<file path="src/rtl/watch_pkg.sv">
// Shared definitions for the watch top level: block indices and the
// alarm arbitration state encoding.
package watch_pkg;

  localparam int unsigned NMODES = 7;
  localparam int unsigned IDX_W  = 3;

  localparam int unsigned MODE_DATE      = 0;
  localparam int unsigned MODE_CLOCK     = 1;
  localparam int unsigned MODE_ALARM     = 2;
  localparam int unsigned MODE_STOPWATCH = 3;
  localparam int unsigned MODE_TIMER     = 4;
  localparam int unsigned MODE_DDAY      = 5;
  localparam int unsigned MODE_LADDER    = 6;

  typedef enum logic [1:0] {
    ALM_IDLE = 2'd0,
    ALM_RING = 2'd1,
    ALM_ACK  = 2'd2
  } alm_state_e;

endpackage

</file>
<file path="src/rtl/btn_edge.sv">
// Rising-edge detector for one synchronized button level. History resets
// to 1 so a button held through reset does not register as a press.
module btn_edge (
  input  logic clk,
  input  logic rst,
  input  logic x,
  output logic edge_c
);

  logic x_d;
  logic x_q;

  always_comb x_d = x;

  always_ff @(posedge clk) begin
    if (rst) x_q <= 1'b1;
    else     x_q <= x_d;
  end

  assign edge_c = x & ~x_q;

endmodule

</file>
<file path="src/rtl/mode_sched.sv">
// Central mode controller: owns the one-hot block enable, rotates it on
// button presses, arbitrates alarm requests and muxes the active display.
module mode_sched #(
  parameter int unsigned NMODES  = watch_pkg::NMODES,
  parameter int unsigned DISP_W  = 48,
  parameter int unsigned HOME    = watch_pkg::MODE_STOPWATCH,
  parameter int unsigned TIMEOUT = 1000
) (
  input  logic                     clk,
  input  logic                     rst,
  input  logic                     up,
  input  logic                     down,
  input  logic                     esc,
  input  logic [NMODES-1:0]        norm,
  input  logic [NMODES-1:0]        alm_req,
  input  logic [NMODES*DISP_W-1:0] disp_in,
  output logic [NMODES-1:0]        mode,
  output logic [2:0]               mode_idx,
  output logic [DISP_W-1:0]        out,
  output logic                     alm,
  output logic [2:0]               alm_src
);

  import watch_pkg::*;

  localparam int unsigned       CNT_W    = 10;
  localparam logic [NMODES-1:0] HOME_OH  = NMODES'(1) << HOME;
  localparam logic [CNT_W-1:0]  CNT_LAST = CNT_W'(TIMEOUT - 1);

  alm_state_e          state_q, state_d;
  logic [NMODES-1:0]   mode_q, mode_d;
  logic [NMODES-1:0]   prev_q, prev_d;
  logic [IDX_W-1:0]    idx_q, idx_d;
  logic [IDX_W-1:0]    src_q, src_d;
  logic [DISP_W-1:0]   out_q, out_d;
  logic                alm_q, alm_d;
  logic [CNT_W-1:0]    cnt_q, cnt_d;

  logic                up_e, dn_e, esc_e, any_e;
  logic                act_norm_c, req_hit_c;
  logic [IDX_W-1:0]    low_idx_c;
  logic [NMODES-1:0]   low_oh_c, src_oh_c;

  btn_edge u_up  (.clk(clk), .rst(rst), .x(up),   .edge_c(up_e));
  btn_edge u_dn  (.clk(clk), .rst(rst), .x(down), .edge_c(dn_e));
  btn_edge u_esc (.clk(clk), .rst(rst), .x(esc),  .edge_c(esc_e));

  // Lowest-index request wins arbitration; src_oh tracks the owning block.
  always_comb begin
    low_idx_c = '0;
    low_oh_c  = '0;
    src_oh_c  = '0;
    for (int i = NMODES - 1; i >= 0; i--) begin
      if (alm_req[i]) begin
        low_idx_c = IDX_W'(i);
        low_oh_c  = NMODES'(1) << i;
      end
    end
    for (int i = 0; i < NMODES; i++) begin
      if (src_q == IDX_W'(i)) src_oh_c[i] = 1'b1;
    end
    req_hit_c  = |(alm_req & src_oh_c);
    act_norm_c = |(mode_q & norm);
    any_e      = up_e | dn_e | esc_e;
  end

  // Alarm FSM, idle timeout and rotation, in that priority order.
  always_comb begin
    state_d = state_q;
    mode_d  = mode_q;
    prev_d  = prev_q;
    src_d   = src_q;
    alm_d   = alm_q;
    cnt_d   = '0;
    idx_d   = '0;
    out_d   = '0;

    case (state_q)
      ALM_IDLE: begin
        if (|alm_req) begin
          state_d = ALM_RING;
          src_d   = low_idx_c;
          prev_d  = mode_q;
          mode_d  = low_oh_c;
          alm_d   = 1'b1;
        end else if (!any_e && act_norm_c && (mode_q != HOME_OH)) begin
          if (cnt_q == CNT_LAST) mode_d = HOME_OH;
          else                   cnt_d  = cnt_q + CNT_W'(1);
        end else if (act_norm_c && up_e && !dn_e) begin
          mode_d = {mode_q[NMODES-2:0], mode_q[NMODES-1]};
        end else if (act_norm_c && dn_e && !up_e) begin
          mode_d = {mode_q[0], mode_q[NMODES-1:1]};
        end
      end
      ALM_RING: begin
        // Acknowledge consumes the press; a dropped request also ends the ring.
        if (any_e || !req_hit_c) begin
          state_d = any_e ? ALM_ACK : ALM_IDLE;
          mode_d  = prev_q;
          alm_d   = 1'b0;
        end
      end
      ALM_ACK: begin
        if (!req_hit_c) state_d = ALM_IDLE;
      end
      default: state_d = ALM_IDLE;
    endcase

    for (int i = 0; i < NMODES; i++) begin
      if (mode_d[i]) idx_d = IDX_W'(i);
    end
    for (int i = 0; i < NMODES; i++) begin
      if (idx_q == IDX_W'(i)) out_d = disp_in[i*DISP_W +: DISP_W];
    end
  end

  always_ff @(posedge clk) begin
    if (rst) begin
      state_q <= ALM_IDLE;
      mode_q  <= HOME_OH;
      prev_q  <= HOME_OH;
      idx_q   <= IDX_W'(HOME);
      src_q   <= '0;
      out_q   <= '0;
      alm_q   <= 1'b0;
      cnt_q   <= '0;
    end else begin
      state_q <= state_d;
      mode_q  <= mode_d;
      prev_q  <= prev_d;
      idx_q   <= idx_d;
      src_q   <= src_d;
      out_q   <= out_d;
      alm_q   <= alm_d;
      cnt_q   <= cnt_d;
    end
  end

  assign mode     = mode_q;
  assign mode_idx = idx_q;
  assign out      = out_q;
  assign alm      = alm_q;
  assign alm_src  = src_q;

endmodule

</file>
<file path="config.mk">
export PLATFORM = sky130hd
export DESIGN_NAME = mode_sched
export DESIGN_NICKNAME = d
export VERILOG_FILES = /design/src/rtl/watch_pkg.sv /design/src/rtl/btn_edge.sv /design/src/rtl/mode_sched.sv
export SDC_FILE = /design/constraint.sdc
export NUM_CORES = 1
export LEC_CHECK = 0
export CORE_AREA = 5 5 157 159
export CTS_CLUSTER_DIAMETER = 120
export DETAILED_ROUTE_END_ITERATION = 7
export DIE_AREA = 0 0 162 164
export SETUP_SLACK_MARGIN = 0.3
export SLEW_MARGIN = 20
export SYNTH_ARGS = -nofsm -noshare
export SYNTH_HDL_FRONTEND = slang
export SYNTH_SLANG_ARGS = --single-unit
</file>
<file path="constraint.sdc">
create_clock -name clk -period 5.1 [get_ports clk]
set_input_delay 1.02 -clock clk [delete_from_list [all_inputs] [get_ports clk]]
set_output_delay 1.02 -clock clk [all_outputs]
set_load 0.05 [all_outputs]
</file>
==> impl_metrics.py <==
metrics = {
    "sta": {
        "finalCriticalPeriod_ps": 3400,
        "finClkSkew_ps": 10.4,
        "rsz0062_at_grt": "false",
        "fin_tns_setup_ps": 0,
        "slew_headroom_pct": 42.9,
        "hold_violations": 0,
        "drv_slew": 0,
        "setup_viol": 0,
        "fmax_mhz": 294,
        "tightest_slew_ps": 855,
        "post-route-period-util_pct": 66.7,
    },
    "synthesis": {
        "syn_avg_cell_area_sq_um": 8.03,
        "synth-seq-area-share_pct": 29.5,
        "synth_cell_type_count": 63,
        "syn-num-nets": 1065,
        "synth.cell_area_sq_um": 5690,
        "ys_warn_count": 0,
        "ys.flop_type": "dfxtp_1",
        "synth_cells": 709,
        "synth_edf_count": 0,
        "ys_seq_elements": 84,
        "async_flop_share_pct": 0,
    },
    "routing": {
        "vias": 7205,
        "wl_per_cell_um": 23.0,
        "firstDrtPassIters": 4,
        "drt-vias-per-instance": 5.24,
        "initialDrtViolationCount": 393,
        "routed_wl_um": 31600,
        "antenna_left": 0,
        "route.detailed.drc": 0,
    },
    "global_route": {
        "grt_usage_pct": 22.2,
        "grt_pass1_vias": 7090,
        "grt.busiest_layer": "met2",
        "gr-usage-met1_pct": 27.6,
        "grt-ovfl-total": 0,
        "grt_first_pass_wirelength_um": 45100,
        "grt_util_met3_pct": 6.85,
        "grt_max_degree": 58,
        "grt_util_met2_pct": 38.1,
        "antenna_found_initial": 5,
    },
    "power": {
        "p_leak_uw": 0.00385,
        "comb_power_share_pct": 45.9,
        "power_frac_seq_pct": 29.6,
        "p_int_uw": 1640,
        "p_sw_share_pct": 39.2,
        "peakVddDrop_v": 0.000136,
        "powerDensity_nw_per_um2": 261,
        "power_frac_clock_pct": 24.5,
        "p_sw_uw": 1060,
    },
    "die": {
        "core_sq_um": 23100,
        "die_area_sq_um": 26600,
        "design.portCount": 417,
        "fp-row-count": 56,
        "die_h_um": 164,
        "die_w_um": 162,
        "initial_core_util_pct": 24.6,
    },
    "critical_path": {
        "critical_path_buf_inv_count": 1,
        "worst_path_max_delay_cell": "o41ai_1",
        "path_cells": "clkdlybuf4s50_1 -> nor2b_1 -> nor3_4 -> nand3_1 -> o41ai_1 -> a31o_1 -> nand3_1 -> a311o_1",
        "cp.required_ps": 5330,
        "start_kind": "input port",
        "worst-endpoint-arrival_ps": 3630,
        "worst_r2r_path_depth": 6,
        "critPathKind": "in2reg",
        "worst-path-stages": 8,
        "cpPeakStageDelay_ps": 570,
        "cpMostUsedCell": "nand3_1",
        "cp_max_fo": 9,
        "endpoint_kind": "register",
        "crit_family": "compound AO/OA/AOI/OAI gates",
    },
    "cells_and_area": {
        "syn_to_final_growth_pct": 82.0,
        "final_cell_area_sq_um": 10400,
        "mostFrequentLayoutCell": "clkdlybuf4s50_1",
        "nets": 1433,
        "final_cell_mix": "clkdlybuf4s50_1 (416), nor2_1 (85), dfxtp_1 (81), a21oi_1 (64), o21ai_0 (56)",
        "fin_util_pct": 44.8,
        "drive_gt1_share_pct": 4.71,
    },
    "clocking": {
        "h-tree-depth": 3,
        "cts_tree": "built",
        "clock-sinks": 84,
        "clk_latency_ps": 340,
        "clock-root-buffer": "clkbuf_16",
        "max-clock-path-buffers": 2,
        "path_clk_slew_ps": 70,
        "numCtsBuffers": 9,
        "cts_setup_buffers": 0,
        "cts-resized-gates": 0,
        "hold_buffers": 0,
    },
    "worst_hold_path": {
        "min_path_cells": 2,
        "hold_path_class": "reg2reg",
    },
    "job": {
        "drv_cap": 0,
    },
    "run_status": {
        "status": "complete, no violations",
    },
    "placement": {
        "dpl.hpwl_um": 24600,
        "gp_congestion": 0.947,
        "placed_cell_area_sq_um": 10000,
        "numPortBuffers": 416,
    },
}
## area by class of cell
| cell class | instances | area (sq um) |
|---|---|---|
| fill | 2332 | 12800 |
| timing repair buffer | 427 | 4250 |
| multi-input combinational | 546 | 3720 |
| sequential | 84 | 1690 |
| tap | 290 | 363 |
| clock buffer | 9 | 225 |
| clock inverter | 7 | 78.8 |
| inverter | 9 | 33.8 |
| antenna | 4 | 10.0 |
## power by group through the flow
| stage | clock [uW] | combinational [uW] | sequential [uW] |
|---|---|---|---|
| after floorplan | 0 | 445 | 1020 |
| after global placement | 0 | 1240 | 819 |
| after detailed placement | 0 | 1240 | 819 |
| after CTS | 692 | 1250 | 805 |
| after global routing | 710 | 1310 | 812 |
| final | 663 | 1240 | 802 |
## synthesized netlist by cell type, types with 2 or more instances
master | count | area share [%]
nor4_1 | 3 | 0.33
o21a_1 | 2 | 0.26
and4_1 | 2 | 0.31
a211oi_1 | 2 | 0.26
buf_6 | 3 | 0.59
and3_1 | 2 | 0.22
inv_1 | 6 | 0.40
a32o_1 | 2 | 0.35
xor2_1 | 4 | 0.62
mux2_1 | 4 | 0.79
nand4_1 | 3 | 0.33
o21ai_0 | 56 | 4.9
nor3_1 | 10 | 0.88
or3_1 | 3 | 0.33
dfxtp_1 | 84 | 30
nand2_1 | 34 | 2.2
o2111a_1 | 2 | 0.40
o21ai_1 | 2 | 0.18
clkbuf_1 | 52 | 3.4
nor4b_1 | 2 | 0.31
a2bb2oi_1 | 2 | 0.31
a22oi_1 | 50 | 6.6
or2_2 | 4 | 0.44
buf_1 | 10 | 0.66
xnor2_1 | 4 | 0.62
clkinv_1 | 2 | 0.13
nand3_1 | 13 | 1.1
o221ai_1 | 50 | 7.7
nand2b_1 | 2 | 0.22
nor2_1 | 88 | 5.8
a31oi_1 | 6 | 0.66
a21oi_1 | 64 | 5.6
a2111oi_0 | 2 | 0.31
o211a_1 | 49 | 8.6
mux2i_1 | 48 | 8.4
buf_2 | 5 | 0.44
nor2b_1 | 5 | 0.55
a31o_1 | 2 | 0.31
## cells by family (layout without fill, tap and decap cells)
kind of cell,count (synthesis),in the layout,share of synthesized area [%]
compound gates,302,302,39.0
xor+xnor,8,8,1.23
other cells,0,4,0
flops,84,84,29.5
simple gates,182,182,14.7
buf+inv,79,452,5.71
fa+ha+maj,1,1,0.220
mux,53,53,9.63
## stage by stage
step | worst slack [ps] | power, uW | hold slack (ps) | instances
4_1_cts | 1730 | 2740 | 465 | 1372
3_3_place_gp | 1440 | 2060 | 441 | 1356
2_1_floorplan | 2190 | 1460 | 426 | 709
3_5_place_dp | 1340 | 2060 | 454 | 1356
5_1_grt | 1530 | 2840 | 493 | 1373
6_report | 1700 | 2700 | 465 | 1376
## per-layer routing
| metal | wire length, um | part of all wire [%] |
|---|---|---|
| met1 | 12900 | 41 |
| met2 | 15700 | 50 |
| met3 | 2450 | 7.8 |
| met4 | 539 | 1.7 |
| met5 | 39 | 0.12 |
## registers in the layout, summed over array words and instances, names as in the netlist
register	count
out	48
cnt_q	10
mode	7
prev_q	7
alm_src	3
mode_idx	3
state_q	2
alm	1
u_dn.x_q	1
u_esc.x_q	1
u_up.x_q	1
## path summary, 6_finish.rpt
check	from	end	slack [ps]
setup / recovery	up	mode_idx[1]	1700
hold reg to reg	prev_q[0]	prev_q[0]	470
hold / removal	prev_q[0]	prev_q[0]	470
setup reg to reg	mode_idx[2]	out[42]	2270
## worst min-delay path, cell delays in order (launching register included)
cell and delay (ps):
dfxtp_1 320, nand2_1 50, a21oi_1 50
Power figures use the tool's default switching activity.
